### src/rtl/dcache_responder.sv
`default_nettype none
// +----------------------------------------------------------------------------+
// | Module   : dcache_responder                                                |
// | Purpose  : Direct-mapped, one-word-line, write-through / no-write-allocate |
// |            data cache between the core data port and main memory.          |
// |            Hits answer with one-cycle latency. The registered stall output |
// |            freezes the core across misses and memory write handshakes.     |
// | Ports    : clk, reset (sync, active-high)                                  |
// |            dcache_addr/re/we/din -> dcache_dout, stall   (core side)       |
// |            mem_req_valid/ready/rw/addr/data/mask          (memory request) |
// |            mem_resp_valid/data                            (memory response)|
// | Options  : DCACHE_WBUF_EN - one-entry write buffer with a DRAIN state.     |
// |            When undefined, every write stalls through WR_REQ.              |
// | Revision : 1.0 - initial release                                           |
// +----------------------------------------------------------------------------+
module dcache_responder #(
  parameter int LINES = 16
) (
  input  logic        clk,
  input  logic        reset,
  input  logic [31:0] dcache_addr,
  input  logic        dcache_re,
  input  logic [3:0]  dcache_we,
  input  logic [31:0] dcache_din,
  output logic [31:0] dcache_dout,
  output logic        stall,
  output logic        mem_req_valid,
  input  logic        mem_req_ready,
  output logic        mem_req_rw,
  output logic [31:0] mem_req_addr,
  output logic [31:0] mem_req_data,
  output logic [3:0]  mem_req_mask,
  input  logic        mem_resp_valid,
  input  logic [31:0] mem_resp_data
);

  localparam int IDXW = $clog2(LINES);
  localparam int TAGW = 30 - IDXW;

  localparam logic [2:0] S_IDLE    = 3'd0;
  localparam logic [2:0] S_RD_REQ  = 3'd1;
  localparam logic [2:0] S_RD_WAIT = 3'd2;
  localparam logic [2:0] S_WR_REQ  = 3'd3;
`ifdef DCACHE_WBUF_EN
  localparam logic [2:0] S_DRAIN   = 3'd4;
`endif

  logic [2:0]  state_q, state_d;
  logic        stall_q;
  logic [31:0] dout_q, dout_d;
  logic        req_valid_q, req_valid_d;
  logic        req_rw_q, req_rw_d;
  logic [31:0] req_addr_q, req_addr_d;
  logic [31:0] req_data_q, req_data_d;
  logic [3:0]  req_mask_q, req_mask_d;

`ifdef DCACHE_WBUF_EN
  // Core operation parked while the buffered write drains.
  logic        op_wr_q, op_wr_d;
  logic [31:0] op_addr_q, op_addr_d;
  logic [31:0] op_data_q, op_data_d;
  logic [3:0]  op_mask_q, op_mask_d;
`endif

  logic [LINES-1:0] valid_q;
  logic [TAGW-1:0]  tag_q  [LINES];
  logic [31:0]      data_q [LINES];

  // Single line write port shared by write-hit merge and read fill.
  logic            line_we;
  logic [IDXW-1:0] line_idx;
  logic [TAGW-1:0] line_tag;
  logic [31:0]     line_data;

  logic [IDXW-1:0] cur_idx;
  logic [TAGW-1:0] cur_tag;
  logic            cur_hit;
  logic [31:0]     cur_line;
  logic [31:0]     merged;
  logic [31:0]     word_addr;
  logic            accept;
  logic            is_wr;
  logic [1:0]      unused_addr_lsb;

  assign cur_idx         = dcache_addr[2 +: IDXW];
  assign cur_tag         = dcache_addr[31 -: TAGW];
  assign cur_hit         = valid_q[cur_idx] && (tag_q[cur_idx] == cur_tag);
  assign cur_line        = data_q[cur_idx];
  assign word_addr       = {dcache_addr[31:2], 2'b00};
  assign accept          = (state_q == S_IDLE) && !stall_q;
  assign is_wr           = |dcache_we;
  assign unused_addr_lsb = dcache_addr[1:0];

  always_comb begin
    merged = cur_line;
    for (int b = 0; b < 4; b++) begin
      if (dcache_we[b]) merged[8*b +: 8] = dcache_din[8*b +: 8];
    end
  end

  always_comb begin
    state_d     = state_q;
    dout_d      = dout_q;
    req_valid_d = req_valid_q;
    req_rw_d    = req_rw_q;
    req_addr_d  = req_addr_q;
    req_data_d  = req_data_q;
    req_mask_d  = req_mask_q;
    line_we     = 1'b0;
    line_idx    = cur_idx;
    line_tag    = cur_tag;
    line_data   = merged;
`ifdef DCACHE_WBUF_EN
    op_wr_d     = op_wr_q;
    op_addr_d   = op_addr_q;
    op_data_d   = op_data_q;
    op_mask_d   = op_mask_q;
`endif
    case (state_q)
      S_IDLE: begin
`ifdef DCACHE_WBUF_EN
        // Background drain of the buffered write.
        if (req_valid_q && mem_req_ready) req_valid_d = 1'b0;
`endif
        if (accept) begin
          if (is_wr) begin
            line_we = cur_hit;
`ifdef DCACHE_WBUF_EN
            // Buffer still occupied after this edge: park the write.
            if (req_valid_q && !mem_req_ready) begin
              state_d   = S_DRAIN;
              op_wr_d   = 1'b1;
              op_addr_d = word_addr;
              op_data_d = dcache_din;
              op_mask_d = dcache_we;
            end else begin
              req_valid_d = 1'b1;
              req_rw_d    = 1'b1;
              req_addr_d  = word_addr;
              req_data_d  = dcache_din;
              req_mask_d  = dcache_we;
            end
`else
            req_valid_d = 1'b1;
            req_rw_d    = 1'b1;
            req_addr_d  = word_addr;
            req_data_d  = dcache_din;
            req_mask_d  = dcache_we;
            state_d     = S_WR_REQ;
`endif
          end else if (dcache_re) begin
            if (cur_hit) begin
              dout_d = cur_line;
`ifdef DCACHE_WBUF_EN
            end else if (req_valid_q && !mem_req_ready) begin
              // Keep memory ordered: the buffered write goes out first.
              state_d   = S_DRAIN;
              op_wr_d   = 1'b0;
              op_addr_d = word_addr;
              op_data_d = 32'h0;
              op_mask_d = 4'h0;
`endif
            end else begin
              req_valid_d = 1'b1;
              req_rw_d    = 1'b0;
              req_addr_d  = word_addr;
              req_data_d  = 32'h0;
              req_mask_d  = 4'h0;
              state_d     = S_RD_REQ;
            end
          end
        end
      end
      S_RD_REQ: begin
        if (mem_req_ready) begin
          req_valid_d = 1'b0;
          state_d     = S_RD_WAIT;
        end
      end
      S_RD_WAIT: begin
        // req_addr_q still holds the miss address and locates the fill.
        if (mem_resp_valid) begin
          line_we   = 1'b1;
          line_idx  = req_addr_q[2 +: IDXW];
          line_tag  = req_addr_q[31 -: TAGW];
          line_data = mem_resp_data;
          dout_d    = mem_resp_data;
          state_d   = S_IDLE;
        end
      end
      S_WR_REQ: begin
        if (mem_req_ready) begin
          req_valid_d = 1'b0;
          state_d     = S_IDLE;
        end
      end
`ifdef DCACHE_WBUF_EN
      S_DRAIN: begin
        if (mem_req_ready) begin
          req_valid_d = 1'b1;
          req_rw_d    = op_wr_q;
          req_addr_d  = op_addr_q;
          req_data_d  = op_data_q;
          req_mask_d  = op_mask_q;
          state_d     = op_wr_q ? S_IDLE : S_RD_REQ;
        end
      end
`endif
      default: state_d = S_IDLE;
    endcase
  end

  always_ff @(posedge clk) begin
    if (reset) begin
      state_q     <= S_IDLE;
      stall_q     <= 1'b0;
      dout_q      <= 32'h0;
      req_valid_q <= 1'b0;
      req_rw_q    <= 1'b0;
      req_addr_q  <= 32'h0;
      req_data_q  <= 32'h0;
      req_mask_q  <= 4'h0;
      valid_q     <= '0;
`ifdef DCACHE_WBUF_EN
      op_wr_q     <= 1'b0;
      op_addr_q   <= 32'h0;
      op_data_q   <= 32'h0;
      op_mask_q   <= 4'h0;
`endif
    end else begin
      state_q     <= state_d;
      // Derived from next state only, so stall never depends on core inputs combinationally.
      stall_q     <= (state_d != S_IDLE);
      dout_q      <= dout_d;
      req_valid_q <= req_valid_d;
      req_rw_q    <= req_rw_d;
      req_addr_q  <= req_addr_d;
      req_data_q  <= req_data_d;
      req_mask_q  <= req_mask_d;
      if (line_we) valid_q[line_idx] <= 1'b1;
`ifdef DCACHE_WBUF_EN
      op_wr_q     <= op_wr_d;
      op_addr_q   <= op_addr_d;
      op_data_q   <= op_data_d;
      op_mask_q   <= op_mask_d;
`endif
    end
  end

  // Tag/data need no reset: valid bits gate every use.
  generate
    for (genvar i = 0; i < LINES; i++) begin : g_lines
      always_ff @(posedge clk) begin
        if (line_we && (line_idx == IDXW'(i))) begin
          tag_q[i]  <= line_tag;
          data_q[i] <= line_data;
        end
      end
    end
  endgenerate

  assign dcache_dout   = dout_q;
  assign stall         = stall_q;
  assign mem_req_valid = req_valid_q;
  assign mem_req_rw    = req_rw_q;
  assign mem_req_addr  = req_addr_q;
  assign mem_req_data  = req_data_q;
  assign mem_req_mask  = req_mask_q;

endmodule
`default_nettype wire

### config.mk
export PLATFORM = sky130hd
export DESIGN_NAME = dcache_responder
export DESIGN_NICKNAME = d
export VERILOG_FILES = /design/src/rtl/dcache_responder.sv
export SDC_FILE = /design/constraint.sdc
export NUM_CORES = 1
export LEC_CHECK = 0
export ABC_AREA = 1
export BUFFER_PORTS_ARGS = -buffer_cell sky130_fd_sc_hd__buf_2
export CAP_MARGIN = 25
export CORE_MARGIN = 3
export CORE_UTILIZATION = 55
export CTS_BUF_LIST = sky130_fd_sc_hd__clkbuf_16
export DETAILED_ROUTE_END_ITERATION = 10
export PLACE_DENSITY = 0.73
export SLEW_MARGIN = 20
export SYNTH_ARGS = -nofsm -noshare
export SYNTH_HDL_FRONTEND = slang
export SYNTH_SLANG_ARGS = --single-unit
### constraint.sdc
create_clock -name clk -period 7.99 [get_ports clk]
set_input_delay 1.598 -clock clk [delete_from_list [all_inputs] [get_ports clk]]
set_output_delay 1.598 -clock clk [all_outputs]
set_load 0.01 [all_outputs]
==> impl_metrics.py, run 1 <==
metrics = {
    "pwr": {
        "peakVddDrop_uv": 202,
        "power.density_nw_per_um2": 240,
        "leakagePower_uw": 0.0184,
    },
    "cells_and_area": {
        "final_common_cell": "edfxtp_1",
        "design_area_sq_um": 49100,
        "final_cell_mix": "928 x edfxtp_1, 693 x nand2_1, 533 x nor2_1",
        "drive_above_1_share_pct": 11.5,
        "area_growth_pct": 12.7,
        "fin_nets": 4241,
    },
    "hold_path": {
        "hold_class": "register to register",
    },
    "timing": {
        "drv_slew": 0,
        "relSlewSlack_pct": 26.6,
        "setup_tns_ns": 0,
        "hold_viol_final": 0,
        "layout_min_cycle_time_ns": 5.84,
        "tightest_slew_ns": 1.10,
        "period_share_pct": 73.0,
        "fmax_mhz": 171,
        "finClkSkew_ns": 0.0252,
        "setup_viol_count_final": 0,
        "rsz0062_at_grt": "false",
    },
    "yosys": {
        "synth_edf_count": 928,
        "synth_top_area_share_pct": 63.9,
        "post_synth_fa_ha_maj_area_fraction_pct": 0,
        "yosys-mux-area-fraction_pct": 0,
        "synth-seq-area-share_pct": 69.4,
        "yosys.area_share.simple_pct": 15.0,
        "syn_avg_cell_area_sq_um": 10.9,
        "syn_area_sq_um": 43600,
        "syn_inst": 3998,
        "synth-compound-area-share_pct": 10.2,
        "synth_area_leaders": "edfxtp_1 64%, nand2_1 6.0%, dfxtp_1 5.5%, nor2_1 4.6%, o21ai_0 4.3%",
        "ys_ff_latch": 1048,
        "ys_warn_count": 0,
        "postSynth.asyncResetShare_pct": 0,
        "synth_flop_cell": "edfxtp_1",
        "synth_cell_type_count": 27,
        "synth-xor-area-share_pct": 0,
        "synth_top_family_by_area": "simple AND/OR/NAND/NOR gates",
        "synth_top_area_cell": "edfxtp_1",
    },
    "critical_path": {
        "crit_fanout": 138,
        "crit_path_max_incr_delay_ns": 0.53,
        "critPathBufInv": 4,
        "rr_endpoint": "data_q[8][6]",
        "cp-startpoint": "dcache_addr[2]",
        "critPathCaptureType": "register",
        "cp_slowest_cell": "clkinv_8",
        "critPathLaunchType": "input pin",
        "crit_family": "simple AND/OR/NAND/NOR gates",
        "cp_num_cells": 17,
        "regToRegSetupSlack_ns": 3.67,
        "critical_path_arrival_ns": 6.13,
        "rr_startpoint": "state_q[2]",
        "crit_type": "input pin to register",
        "cp_data_required_time_ns": 8.29,
        "worstPathCellList": "buf_8 > clkinv_8 > buf_4 > o21ai_0 > nand3_1 > nand3_1 > nand3_1 > nand2_1 > nand2_1 > nor2_1 > nand2_1 > nor2_1 > nand3_1 > nand2_2 > nand2_1 > nor2_4 > buf_12",
        "rr_worst_depth": 17,
        "crit_end": "data_q[13][5]",
    },
    "global_routing": {
        "grt_pass1_vias": 29441,
        "grt_pass1_wl_microns": 174000,
        "grt_overflow": 0,
        "antenna_found_initial": 1,
        "grt_start_max_net_pins": 232,
        "grt.total_usage_pct": 27.6,
    },
    "clock_tree": {
        "cts_buffer_depth": 3,
        "cts.clk_slew.worst_paths_ns": 0.06,
        "root_buffer": "clkbuf_16",
        "cts_resized": 0,
        "clk_latency_ns": 0.67,
        "postCtsHoldBufs": 0,
        "cts_tree": "done",
        "cts_setup_buffers": 0,
        "cts_made_buffers": 101,
        "cts_sinks": 1048,
        "h-tree-depth": 3,
    },
    "routing": {
        "vias": 31119,
        "drtIter0Drc": 3787,
        "wl_per_cell_microns": 22.0,
        "drc": 0,
        "vias_per_cell": 5.91,
        "dr.pass1.iters": 6,
        "wl_microns": 116000,
        "final_antenna_net_count": 0,
    },
    "place": {
        "hpwl_microns": 62200,
        "port_buffers": 203,
        "finalWeightedCongestion": 0.826,
        "postPlaceCellArea_sq_um": 45800,
    },
    "floorplanning": {
        "num_io_pins": 208,
        "initial_core_util_pct": 55.9,
        "dieWidth_microns": 288,
        "die_area_sq_um": 82700,
        "fp.dieH_microns": 288,
        "core.rowCount": 102,
        "core_area_sq_um": 78000,
    },
    "run_status": {
        "status": "completed",
    },
    "run": {
        "cap_viol_max_count": 0,
    },
}
## how the worst min path moves through the flow
stage	from	end	slack [ns]	cells after the start
2_1_floorplan	valid_q[10]	valid_q[10]	0.43	2
3_5_place_dp	valid_q[4]	valid_q[4]	0.44	2
3_3_place_gp	valid_q[10]	valid_q[10]	0.43	2
4_1_cts	valid_q[3]	valid_q[3]	0.45	2
6_report	valid_q[4]	valid_q[4]	0.45	2
5_1_grt	valid_q[3]	valid_q[3]	0.47	2
## per-layer routing
layer  share of wire [%]  routed length, microns  up-vias  global-route usage (%)
met4                 4.2                    4930        0                    12.2
li1                    -                       -    14271                       -
met1                  39                   45500    14977                    37.5
met3                 8.9                   10300      287                    4.05
met5                   0                       0        -                       0
met2                  48                   55400     1584                    44.5
## final cells by class
cell class	count	area, sq um
Fill cell	5906	28900
Tap cell	1040	1300
Antenna cell	1	2.50
Multi-Input combinational cell	2382	11100
Clock buffer	103	2580
Inverter	299	1180
Timing Repair Buffer	304	2010
Clock inverter	87	652
Sequential cell	1048	30300
## worst register-to-register path, cell delays in order, from the launching register on
cell	delay (ns)
dfxtp_1	0.35
nor2_1	0.07
inv_1	0.07
nor2_1	0.05
inv_2	0.04
buf_4	0.58
nor2_4	0.05
inv_2	0.39
buf_4	0.53
nand2_1	0.11
o21ai_0	0.19
inv_1	0.10
nor2_1	0.11
inv_1	0.10
nor2_1	0.11
nand2_1	0.11
inv_4	0.55
buf_4	0.45
## power breakdown
part           internal (uW)  switching, uW  total, uW
Combinational            298            737       1040
Clock                   2600           2040       4640
Sequential              6090           38.6       6130
## stage by stage
| step | instances | power, uW | hold slack, ns | setup slack (ns) | util (%) |
|---|---|---|---|---|---|
| global placement | 5054 | 7220 | 0.434 | 1.75 | 58.6 |
| finish | 5264 | 11800 | 0.453 | 2.15 | 63.0 |
| global route | 5263 | 12200 | 0.469 | 1.95 | 63.0 |
| detailed placement | 5067 | 7250 | 0.443 | 1.67 | 58.7 |
| floorplan | 4000 | 6880 | 0.426 | 1.66 | - |
| CTS | 5257 | 11800 | 0.453 | 2.30 | 62.9 |
## cells by family after synthesis
logic type      after synthesis
other cells                   1
simple gates               1608
flops                      1048
compound gates              771
buf+inv                     570
## synthesized netlist by cell type (15+ instances only)
cell type,count
a21oi_1,162
nand2_1,693
o21ai_1,15
inv_1,294
nor2_1,539
o21ai_0,375
o22ai_1,63
buf_2,57
edfxtp_1,928
dfxtp_1,120
nand3_1,360
o211ai_1,59
clkbuf_1,155
o221ai_1,97
buf_1,39
## state kept, by name, indices dropped and copies added, names as in the netlist
register / count
mem_req_rw: 1
state_q: 3
mem_req_data: 32
dcache_dout: 32
tag_q: 416
mem_req_valid: 1
data_q: 512
mem_req_mask: 4
mem_req_addr: 30
stall: 1
valid_q: 16
No activity file was read; power rests on OpenSTA's default activity.
==> run 2: changes to the inputs <==
--- a/config.mk
+++ b/config.mk
@@ -12,7 +12,7 @@
 export CORE_UTILIZATION = 55
 export CTS_BUF_LIST = sky130_fd_sc_hd__clkbuf_16
 export DETAILED_ROUTE_END_ITERATION = 10
-export PLACE_DENSITY = 0.73
+export PLACE_DENSITY = 0.75
 export SLEW_MARGIN = 20
 export SYNTH_ARGS = -nofsm -noshare
 export SYNTH_HDL_FRONTEND = slang
==> constraint.sdc (replaced) <==
create_clock -name clk -period 5 [get_ports clk]
set_input_delay 1 -clock clk [delete_from_list [all_inputs] [get_ports clk]]
set_output_delay 1 -clock clk [all_outputs]
set_load 0.01 [all_outputs]
==> impl_metrics.py, run 2 (synthesis results as in run 1) <==
metrics = {
    "floorplanning": {
        "core.rowCount": 102,
        "core_area_sq_um": 78000,
        "num_io_pins": 208,
        "dieWidth_microns": 288,
        "initial_core_util_pct": 55.9,
        "die_area_sq_um": 82700,
        "fp.dieH_microns": 288,
    },
    "clock_tree": {
        "postCtsHoldBufs": 0,
        "cts_sinks": 1048,
        "root_buffer": "clkbuf_16",
        "h-tree-depth": 3,
        "cts_made_buffers": 98,
        "cts_setup_buffers": 0,
        "cts_buffer_depth": 3,
        "clk_latency_ns": 0.67,
        "cts_tree": "done",
        "cts_resized": 0,
        "cts.clk_slew.worst_paths_ns": 0.06,
    },
    "cells_and_area": {
        "drive_above_1_share_pct": 12.6,
        "largest_reg_flops": 512,
        "regMostFlops": "data_q",
        "num_antenna_cells": 0,
        "largestRegisters": "data_q: 512 flops, tag_q: 416 flops",
        "fin_nets": 4295,
        "area_growth_pct": 14.5,
        "final_cell_mix": "928 x edfxtp_1, 693 x nand2_1, 533 x nor2_1",
        "design_area_sq_um": 49900,
        "final_cell_count_no_fill": 5316,
        "final_common_cell": "edfxtp_1",
    },
    "timing": {
        "fmax_mhz": 257,
        "hold_viol_final": 0,
        "drv_slew": 0,
        "setup_ws_ns": 1.12,
        "period_share_pct": 77.7,
        "setup_viol_count_final": 0,
        "rsz0062_at_grt": "false",
        "layout_min_cycle_time_ns": 3.88,
        "finClkSkew_ns": 0.0246,
        "relSlewSlack_pct": 33.6,
        "tightest_slew_ns": 0.997,
    },
    "global_routing": {
        "grtUsageMet2_pct": 46.1,
        "grt.total_usage_pct": 27.9,
        "grt-busiest-layer": "met2",
        "antenna_found_initial": 0,
        "grt_pass1_vias": 30517,
        "grt_overflow": 0,
        "met3_usage_pct": 4.58,
        "grt_start_max_net_pins": 157,
        "grt_pass1_wl_microns": 176000,
        "met1_usage_pct": 36.4,
    },
    "critical_path": {
        "cp_data_required_time_ns": 5.34,
        "critPathLaunchType": "input pin",
        "crit_type": "input pin to register",
        "critical_path_arrival_ns": 4.23,
        "cp_common_cell": "nand3_1",
        "crit_fanout": 39,
        "cp_slowest_cell": "buf_4",
        "critPathCaptureType": "register",
        "crit_path_max_incr_delay_ns": 0.36,
        "crit_family": "simple AND/OR/NAND/NOR gates",
        "worstPathCellList": "buf_6 > inv_8 > buf_4 > nand3_1 > nand3_1 > nand3_1 > nand3_1 > nand2_1 > inv_1 > nand2_1 > nor2_1 > nand2_1 > nor2_1 > nand3_1 > nand2_2 > nand2_1 > nor2_4 > buf_12",
        "critPathBufInv": 5,
    },
    "routing": {
        "vias": 31506,
        "wl_microns": 117000,
        "dr.pass1.iters": 6,
        "final_antenna_net_count": 0,
        "drtIter0Drc": 3604,
        "wl_per_cell_microns": 21.9,
        "vias_per_cell": 5.93,
        "drc": 0,
    },
    "place": {
        "numPlacedInstances": 5130,
        "dp_slack_ns": 0.490,
        "hpwl_microns": 66400,
        "postPlaceCellArea_sq_um": 46700,
        "port_buffers": 203,
        "finalWeightedCongestion": 0.856,
    },
    "pwr": {
        "peakVddDrop_uv": 425,
        "leakagePower_uw": 0.0188,
        "power.density_nw_per_um2": 379,
        "p_total_uw": 18900,
    },
    "run_status": {
        "status": "completed",
    },
    "hold_path": {
        "hold_class": "register to register",
    },
    "run": {
        "cap_viol_max_count": 0,
    },
}
[run 2: changes by cell type in the layout (fill, tap and decap cells not counted), moves of 2 or more]
| cell | before | now |
|---|---|---|
| inv_2 | 4 | 6 |
| clkbuf_4 | 3 | 0 |
| clkinv_1 | 26 | 19 |
| buf_2 | 201 | 199 |
| o22ai_2 | 8 | 0 |
| clkinv_8 | 5 | 2 |
| buf_16 | 2 | 0 |
| clkinv_2 | 13 | 16 |
| buf_4 | 81 | 107 |
| inv_6 | 1 | 3 |
| buf_12 | 14 | 52 |
| o22ai_1 | 55 | 63 |
| bufinv_16 | 8 | 12 |
| clkbuf_16 | 103 | 100 |
[run 2: layer usage]
metal / vias up / share of wire, %
met2: 1763 / 49
li1: 14365 / -
met1: 15043 / 38
met4: 0 / 4.6
met5: - / 0
met3: 335 / 9.3
[run 2: where the power goes]
group / total (uW) / internal (uW) / leakage [uW] / switching [uW]
clock network: 7440 / 4250 / 0.00169 / 3190
registers: 9790 / 9730 / 0.00931 / 63.8
logic: 1700 / 509 / 0.00776 / 1190
total: 18900 / 14500 / 0.0188 / 4450
[run 2: final timing paths]
path | startpoint | end | slack, ns | cells past startpoint
min reg2reg | valid_q[7] | valid_q[7] | 0.45 | 2
min | valid_q[7] | valid_q[7] | 0.45 | 2
max reg2reg | tag_q[10][3] | tag_q[13][13] | 1.84 | 18
max | dcache_addr[3] | tag_q[13][13] | 1.12 | 18
[run 2: per-stage QoR]
| step | hold slack (ns) | utilization, % | TNS (ns) |
|---|---|---|---|
| floorplan | 0.426 | - | -127.01 |
| global placement | 0.434 | 59.9 | 0 |
| detailed placement | 0.440 | 59.9 | 0 |
| CTS | 0.450 | 64.0 | 0 |
| global route | 0.469 | 64.0 | 0 |
| finish | 0.451 | 64.0 | 0 |
[run 2: worst register-to-register path: cells and delay by family (launching register included)]
kind	cells	cell delay, ns
flip-flops	1	0.36
AO/OA/AOI/OAI	1	0.08
AND/OR/NAND/NOR	15	2.08
buffers and inverters	2	0.31
[run 2: cell type report]
cell class / count / area [sq um]
Clock buffer: 100 / 2500
Clock inverter: 86 / 717
Fill cell: 5659 / 28000
Inverter: 299 / 1180
Multi-Input combinational cell: 2382 / 11100
Sequential cell: 1048 / 30300
Tap cell: 1040 / 1300
Timing Repair Buffer: 361 / 2880
